$ cat src/rtl/spike_rate_encoder.sv
// spike_rate_encoder
//   Turns an 8-bit intensity into a train of single-cycle spikes over a fixed
//   window of 2^WINDOW_BITS enabled RUN cycles, for driving a LIF neuron input.
//   mode 0: phase accumulator, one spike per carry out of acc + level.
//   mode 1: stochastic, spike when the Galois LFSR value is below level.
//   A refractory counter (REFRAC) drops candidate spikes right after an
//   emitted one.
//
// Ports
//   clk          in   single clock, rising edge
//   rst_n        in   asynchronous active-low reset
//   ena          in   global enable; low freezes every register
//   load         in   start strobe, only honoured in IDLE
//   level[7:0]   in   spike intensity, captured on an accepted load
//   mode         in   0 = accumulator, 1 = LFSR; captured on an accepted load
//   spike_out    out  registered single-cycle spike (masked while ena=0)
//   busy         out  high exactly while in RUN
//   done         out  one-cycle pulse in DONE (masked while ena=0)
//   spike_count  out  spikes emitted in the current/last window, saturating
//   dbg_state_o  out  FSM state for checkers (0 IDLE, 1 RUN, 2 DONE)
//
// Handshake: a start is accepted on a rising edge where ena=1, load=1 and the
// FSM is in IDLE; load is don't-care in every other state or when ena=0.
module spike_rate_encoder #(
  parameter int          WINDOW_BITS = 8,
  parameter logic [7:0]  LFSR_SEED   = 8'hA5,
  parameter int          REFRAC      = 0
) (
  input  logic       clk,
  input  logic       rst_n,
  input  logic       ena,
  input  logic       load,
  input  logic [7:0] level,
  input  logic       mode,
  output logic       spike_out,
  output logic       busy,
  output logic       done,
  output logic [7:0] spike_count,
  output logic [1:0] dbg_state_o
);

  typedef enum logic [1:0] {
    S_IDLE = 2'd0,
    S_RUN  = 2'd1,
    S_DONE = 2'd2
  } state_e;

  localparam logic [3:0]             REFRAC_V = 4'(REFRAC);
  localparam logic [WINDOW_BITS-1:0] WIN_LAST = '1;
  localparam logic [WINDOW_BITS-1:0] WIN_ONE  = {{(WINDOW_BITS-1){1'b0}}, 1'b1};
  // x^8+x^6+x^5+x^4+1 in right-shifting Galois form
  localparam logic [7:0]             LFSR_TAPS = 8'hB8;

  state_e                 state_q, state_d;
  logic [7:0]             acc_q, acc_d;
  logic [7:0]             lfsr_q, lfsr_d;
  logic [WINDOW_BITS-1:0] win_q, win_d;
  logic [3:0]             refr_q, refr_d;
  logic [7:0]             level_q, level_d;
  logic                   mode_q, mode_d;
  logic                   spike_q, spike_d;
  logic [7:0]             cnt_q, cnt_d;

  logic [8:0] sum;
  logic [7:0] lfsr_next;
  logic       cand;

  always_ff @(posedge clk or negedge rst_n) begin
    if (!rst_n) begin
      state_q <= S_IDLE;
      acc_q   <= 8'd0;
      lfsr_q  <= LFSR_SEED;
      win_q   <= '0;
      refr_q  <= 4'd0;
      level_q <= 8'd0;
      mode_q  <= 1'b0;
      spike_q <= 1'b0;
      cnt_q   <= 8'd0;
    end else begin
      state_q <= state_d;
      acc_q   <= acc_d;
      lfsr_q  <= lfsr_d;
      win_q   <= win_d;
      refr_q  <= refr_d;
      level_q <= level_d;
      mode_q  <= mode_d;
      spike_q <= spike_d;
      cnt_q   <= cnt_d;
    end
  end

  always_comb begin
    state_d   = state_q;
    acc_d     = acc_q;
    lfsr_d    = lfsr_q;
    win_d     = win_q;
    refr_d    = refr_q;
    level_d   = level_q;
    mode_d    = mode_q;
    spike_d   = spike_q;
    cnt_d     = cnt_q;
    sum       = {1'b0, acc_q} + {1'b0, level_q};
    lfsr_next = {1'b0, lfsr_q[7:1]} ^ (lfsr_q[0] ? LFSR_TAPS : 8'h00);
    cand      = 1'b0;

    // With ena low nothing moves, including the pending spike bit.
    if (ena) begin
      spike_d = 1'b0;
      case (state_q)
        S_IDLE: begin
          if (load) begin
            state_d = S_RUN;
            level_d = level;
            mode_d  = mode;
            acc_d   = 8'd0;
            win_d   = '0;
            cnt_d   = 8'd0;
            refr_d  = 4'd0;
            lfsr_d  = LFSR_SEED;
          end
        end
        S_RUN: begin
          if (mode_q) begin
            cand   = (lfsr_q < level_q);
            lfsr_d = lfsr_next;
          end else begin
            cand  = sum[8];
            acc_d = sum[7:0];
          end
          // A candidate arriving while refractory is simply lost; the
          // generator above has already advanced regardless.
          if (refr_q != 4'd0) begin
            refr_d = refr_q - 4'd1;
          end else if (cand) begin
            spike_d = 1'b1;
            refr_d  = REFRAC_V;
            if (cnt_q != 8'hFF) cnt_d = cnt_q + 8'd1;
          end
          win_d = win_q + WIN_ONE;
          if (win_q == WIN_LAST) state_d = S_DONE;
        end
        S_DONE: begin
          state_d = S_IDLE;
        end
        default: begin
          state_d = S_IDLE;
        end
      endcase
    end
  end

  assign spike_out   = spike_q & ena;
  assign busy        = (state_q == S_RUN);
  assign done        = (state_q == S_DONE) & ena;
  assign spike_count = cnt_q;
  assign dbg_state_o = state_q;

endmodule

$ cat config.mk
export PLATFORM = sky130hd
export DESIGN_NAME = spike_rate_encoder
export DESIGN_NICKNAME = d
export VERILOG_FILES = /design/src/rtl/spike_rate_encoder.sv
export SDC_FILE = /design/constraint.sdc
export NUM_CORES = 1
export LEC_CHECK = 0
export BUFFER_PORTS_ARGS = -buffer_cell sky130_fd_sc_hd__buf_4
export CORE_MARGIN = 10
export CORE_UTILIZATION = 60
export CTS_CLUSTER_DIAMETER = 150
export DETAILED_ROUTE_END_ITERATION = 16
export PLACE_DENSITY = 0.81
export SYNTH_ARGS = -nofsm -noshare
export SYNTH_HDL_FRONTEND = slang
export SYNTH_SLANG_ARGS = --single-unit
$ cat constraint.sdc
create_clock -name clk -period 5.9 [get_ports clk]
set_input_delay 0.885 -clock clk [delete_from_list [all_inputs] [get_ports clk]]
set_output_delay 0.885 -clock clk [all_outputs]
set_load 0.01 [all_outputs]
Word-level counts from Yosys, hierarchy flattened
Index checks and enable logic that the tools add are counted.
{"block": "totals", "register_bits": 48, "latch_bits": 0, "ram_bits": 0, "rom_bits": 0, "out_inout_bits": 13, "elab_cells": 64, "n_memories": 0}
{"block": "op_classes", "n_addsub": 4, "multipliers": 0, "n_div": 0, "magnitude_cmp": 1, "n_eq_ne": 12, "n_shift": 0, "muxes": 25, "bitwise_logic": 3, "n_reduce_logical": 10}
{"op": "$mux W8", "count": 8}
{"op": "$pmux W8 S2", "count": 4}
{"op": "$add A8 B1 Y8 const B", "count": 2}
{"op": "$mux W4", "count": 3}
{"op": "$reduce_and A4 Y1", "count": 3}
{"op": "$add A8 B8 Y9", "count": 1}
{"op": "$reduce_and A3 Y1", "count": 3}
{"op": "$eq A8 B8 Y1 const B", "count": 1}
{"op": "$lt A8 B8 Y1", "count": 1}
{"op": "$ne A2 B1 Y1 const B", "count": 4}
{"op": "$ne A8 B8 Y1 const B", "count": 1}
{"op": "$pmux W4 S2", "count": 1}
{"op": "$xor A7 B8 Y8", "count": 1}
{"op": "$mux W1", "count": 6}
{"op": "$ne A2 B2 Y1 const B", "count": 3}
{"op": "$reduce_and A6 Y1", "count": 1}
{"op": "$mux W2", "count": 2}
{"op": "$pmux W2 S2", "count": 1}
{"op": "$reduce_bool A4 Y1", "count": 1}
{"op": "$sub A4 B1 Y4 const B", "count": 1}
{"op": "$ne A3 B1 Y1 const B", "count": 1}
{"op": "$and A1 B1 Y1", "count": 2}
{"op": "$eq A2 B1 Y1 const B", "count": 1}
{"op": "$eq A2 B2 Y1 const B", "count": 1}
{"op": "other kinds (2)", "count": 2}

Logic depth before layout (Yosys ltp)
{"block": "logic_depth", "depth_word": 7, "ltp_mapped": 10, "depth_no_buf": 9}

Least setup slack after synthesis
Ideal clock, no wire load.
{"block": "synth_timing", "kind": "input-to-output", "from": "input port ena", "to": "output port done", "arrival_time_ps": 1345, "path_slack_ps": 3670, "stages": 2, "path_buffers": 1, "path_cell_list": "clkbuf_1 and3_1"}
{"block": "synth_between", "elab_chain_len": 1}
{"item": "start: declaration", "line": "31", "rtl": "input logic ena,"}
{"item": "$and A1 B1 Y1", "line": "154", "rtl": "assign done = (state_q == S_DONE) & ena;"}
{"item": "end: declaration", "line": "37", "rtl": "output logic done,"}
No other way between the ends.

Final worst setup path
{"block": "layout_timing", "from": "register state_q[0], in the netlist dbg_state_o[0]", "to": "output port busy"}
{"block": "layout_between", "elab_chain_len": 1}
{"item": "start: declaration", "line": "54", "rtl": "state_e state_q, state_d;"}
{"item": "start signal: assignment", "line": "80", "rtl": "state_q <= state_d;"}
{"item": "$eq A2 B1 Y1", "line": "153", "rtl": "assign busy = (state_q == S_RUN);"}
{"item": "end: declaration", "line": "36", "rtl": "output logic busy,"}
No other way between the ends.

==> results.txt <==
- In this run the post-CTS setup repair buffer count came out at 0.
- Cell at the slowest stage of the critical path: sky130_fd_sc_hd__dfrtp_1
* Ys flop type: sky130_fd_sc_hd__dfrtp_1
- In this run switching power makes up about two fifths of total power.
- Count of pins on the block boundary: 26
* Maximum number of buffers from clock root to sink: 2
- Power density cells: between 400 and 500 mW/mm^2
* Status: finished clean
* Startpoint of the lowest-slack hold path: lfsr_q[7]
- Walking the worst path, the cells encountered are nand2_1 > clkinv_1 > buf_4.
- Final routed wire length divided by cell count: roughly 15 um
- Slew at the pin with the worst max-slew slack: roughly 930 ps
- Final antenna diode count: 0
* Ratio of cells with drive above 1 in the final layout: roughly 16%
- GRT Overall Usage: between 10% and 20%
* Number of DRC violations after detailed-routing iteration 0: approximately 110
- Combinational family with the most area after synthesis: compound AO/OA/AOI/OAI gates
* Startpoint of the lowest-slack register-to-register path: level_q[0]
* DIE WIDTH: between 80 and 90 um
- Portion of netlist area occupied by mux cells: less than 1%
* Clock sinks: 48
* Floorplan die height: roughly 87 um
- After synthesis, the mean cell area works out to 9.61 um^2.
- For this design the static power due to leakage is 1.39 nW.
- Ranked by instance count, the synthesized netlist is headed by 44 x sky130_fd_sc_hd__dfrtp_1, 38 x sky130_fd_sc_hd__nand2_1, 25 x sky130_fd_sc_hd__o21ai_0, 19 x sky130_fd_sc_hd__ha_1, 16 x sky130_fd_sc_hd__inv_1.
* Number of placement rows: 24
- Yosys printed 0 warnings.
* First drt pass iteration count: 4
- Core box area: approximately 0.0043 mm^2
* Number of instances on the worst hold path: 2
- The number of hold violations in the final report is 0.
* Power share of the clock group: approximately 16%
- Of all flip-flops after synthesis, the portion carrying an async set or reset was 100%.
- Share of total power in combinational logic: between 40% and 50%
* Number of maximum-capacitance violations: 0
- Layout fillers: roughly 360
* Internal power of the cells: approximately 0.00079 W
* Post-synthesis net count: between 300 and 400
* Final core utilization: between 60% and 70%
- Summing the areas of all xor and xnor instances in the mapped netlist gives 3.93% of the synthesized area.
- Arrival @ worst endpoint: 1770 ps
* Htree depth: 2
* Buffers & Inverters on Critical Path: 2
- Overall via count from detail_route: about 2100
- Buffers inserted to repair hold after CTS numbered 0.
- Drt via density: roughly 5.8
* Synth Area in Adders: 9.65%
* Fraction of the mapped netlist area in compound gates: a little under a fifth
- After clock tree synthesis, the clock-pin slew on the worst setup and hold paths is approximately 90 ps.
- Counting cells, the worst reg-to-reg path comes to 9.
- On the worst path, the slowest cell contributes a delay of 430 ps.
- Synth cell types: 53
* Maximum VDD drop: about 0.27 mV
* Peak fanout along the critical path: 11
* Dominant delay contributor by cell family on the critical path: buffers and inverters
- Cell at the root of the clock tree: sky130_fd_sc_hd__clkbuf_8
- Data on the critical path is required at its endpoint by ~5000 ps.
* NetSw: just under 0.0005 W
* Non-filler cells in the finished layout: 355
- Seq cells post-synth: 48
- Worst Setup Start Kind: register
- The worst hold path belongs to the class reg2reg.
* Portion of total power attributed to sequential cells: 42.3%
- Count of endpoints failing setup in the final report: 0
* Remaining global-route overflow: 0
- After synthesis, the largest area contributor takes up slightly above 40% of total cell area.
- CTS resizes: 0
* Min Tclk post-route: about 2700 ps
* Count of antenna-violating nets left after detailed routing: 0
* Setup Total Neg Slack: 0 ps
- Final worst-path cycle share: 45.0%
* Detailed-placement wirelength estimate: about 4.0 mm
* Slew margin rel.: between 30% and 40%
* Starting Density: 61.8%
- The number of clock buffers added by TritonCTS is 5.
- DRC violation count after routing: 0
- Largest net degree at the start of global routing: just under 50
* Clk_lat worst skew: roughly 300 ps
- Clock skew on the completed layout was measured at roughly 6.4 ps.
- Setup repair after global routing left no endpoint under its margin.
- By area the synthesized netlist is led by sky130_fd_sc_hd__dfrtp_1 41%, sky130_fd_sc_hd__ha_1 8.9%, sky130_fd_sc_hd__nand2_1 5.3%, sky130_fd_sc_hd__o21ai_0 4.7%, sky130_fd_sc_hd__dfstp_2 3.9%.
- Library cell with the largest summed area after synthesis: sky130_fd_sc_hd__dfrtp_1
- The cell area that synthesis handed to floorplanning was ~0.0027 mm^2.
- sky130_fd_sc_hd__dfrtp_1 is the most common cell in the netlist.
* Worst Setup Path Type: reg2out
* Final weighted congestion in routability-driven placement: 0.828
* First-pass GRT wire length: 9.45 mm
* Vias in the first global route: 1984
- DIE AREA: roughly 0.0075 mm^2
- The worst register-to-register path has a setup slack of roughly 3400 ps.
- The area growth from synthesis to layout is 11.1%.
* Area share of and/or/nand/nor cells after synthesis: ~17%
- The worst setup path is captured at a primary output.
- Post-synthesis sequential area ratio: approximately 45%
* Antenna violations before repair: 0
* Number of pins exceeding their max-slew limit in the final report: 0
- Once placement completed, the tool counted placed cells totaling ~350.
- Mapped Cells: approximately 280
* CTS tree: done
* WL final: approximately 5.4 mm
- Endpoint of the worst register-to-register path: spike_count[7]
* Count of flip-flops with a built-in enable after synthesis: 0
- Endpoint with the worst hold slack: lfsr_q[7]
* Buffers on Ports: 25
- Final nets: roughly 340
* Max frequency: roughly 380 MHz
## per-stage QoR
stage	power (W)	hold slack [ps]	cell area [um^2]	setup slack, ps
4_1_cts	0.00129	477	2970	3230
5_1_grt	0.00138	511	2970	3080
3_3_place_gp	0.00106	458	2880	3320
2_1_floorplan	0.000944	444	2670	3670
6_report	0.00128	478	2970	3240
3_5_place_dp	0.00108	464	2880	3280
## layout make-up
cell class / instances / area [um^2] / share of cell area, %
clock buffer: 8 / 90.1 / 3.04
inverter: 18 / 67.6 / 2.28
multi-input combinational: 204 / 1350 / 45.5
sequential: 48 / 1210 / 40.6
tap: 52 / 65.1 / 2.19
timing repair buffer: 25 / 188 / 6.32
## how the worst max path moves through the flow
stage,start,end,cells after the start
floorplan,ena,done,2
global placement,ena,spike_count[7],6
detailed placement,ena,spike_count[6],6
CTS,dbg_state_o[0],busy,3
global route,dbg_state_o[1],busy,4
finish,dbg_state_o[0],busy,3
## metal layers
metal  GRT usage, %  wire length [um]
met4           5.45                78
met1           20.7              2590
met5              0                 0
met2           23.2              2520
met3           3.38               238
## cell usage in the layout, fill, tap and decap left out, types with 5 or more instances in the layout
cell                       count
sky130_fd_sc_hd__xor2_1        7
sky130_fd_sc_hd__nand3_1      13
sky130_fd_sc_hd__inv_1        16
sky130_fd_sc_hd__a21oi_1      14
sky130_fd_sc_hd__nor2_1       14
sky130_fd_sc_hd__o31ai_1       7
sky130_fd_sc_hd__xnor2_1       5
sky130_fd_sc_hd__nand4_1       5
sky130_fd_sc_hd__dfrtp_1      44
sky130_fd_sc_hd__buf_4        25
sky130_fd_sc_hd__nand2_1      38
sky130_fd_sc_hd__o21ai_0      25
sky130_fd_sc_hd__clkbuf_8      6
sky130_fd_sc_hd__ha_1         19
## logic make-up after synthesis
| family | count (synthesis) |
|---|---|
| compound gates | 75 |
| xor+xnor | 12 |
| fa+ha+maj | 20 |
| buf+inv | 26 |
| flops | 48 |
| mux | 2 |
| simple gates | 95 |
## power groups by stage
stage	clock (W)	sequential [W]	combinational (W)
final	0.000206	0.000541	0.000532
after global routing	0.000218	0.000557	0.000609
after CTS	0.000209	0.000541	0.000536
after detailed placement	0	0.000548	0.000533
after global placement	0	0.000544	0.000514
after floorplan	0	0.000524	0.000420
## flip-flops by register name, indices dropped and copies added (netlist names)
name,flops
refr_q,4
level_q,8
win_q,8
spike_count,8
lfsr_q,8
spike_q,1
dbg_state_o,2
mode_q,1
acc_q,8
## tightest hold or removal path, cell delays in order, from the launching register on
cell and delay (ps):
sky130_fd_sc_hd__dfstp_2 390, sky130_fd_sc_hd__nand2_1 50, sky130_fd_sc_hd__nand2_1 40
(Power assumes the default switching activity.)
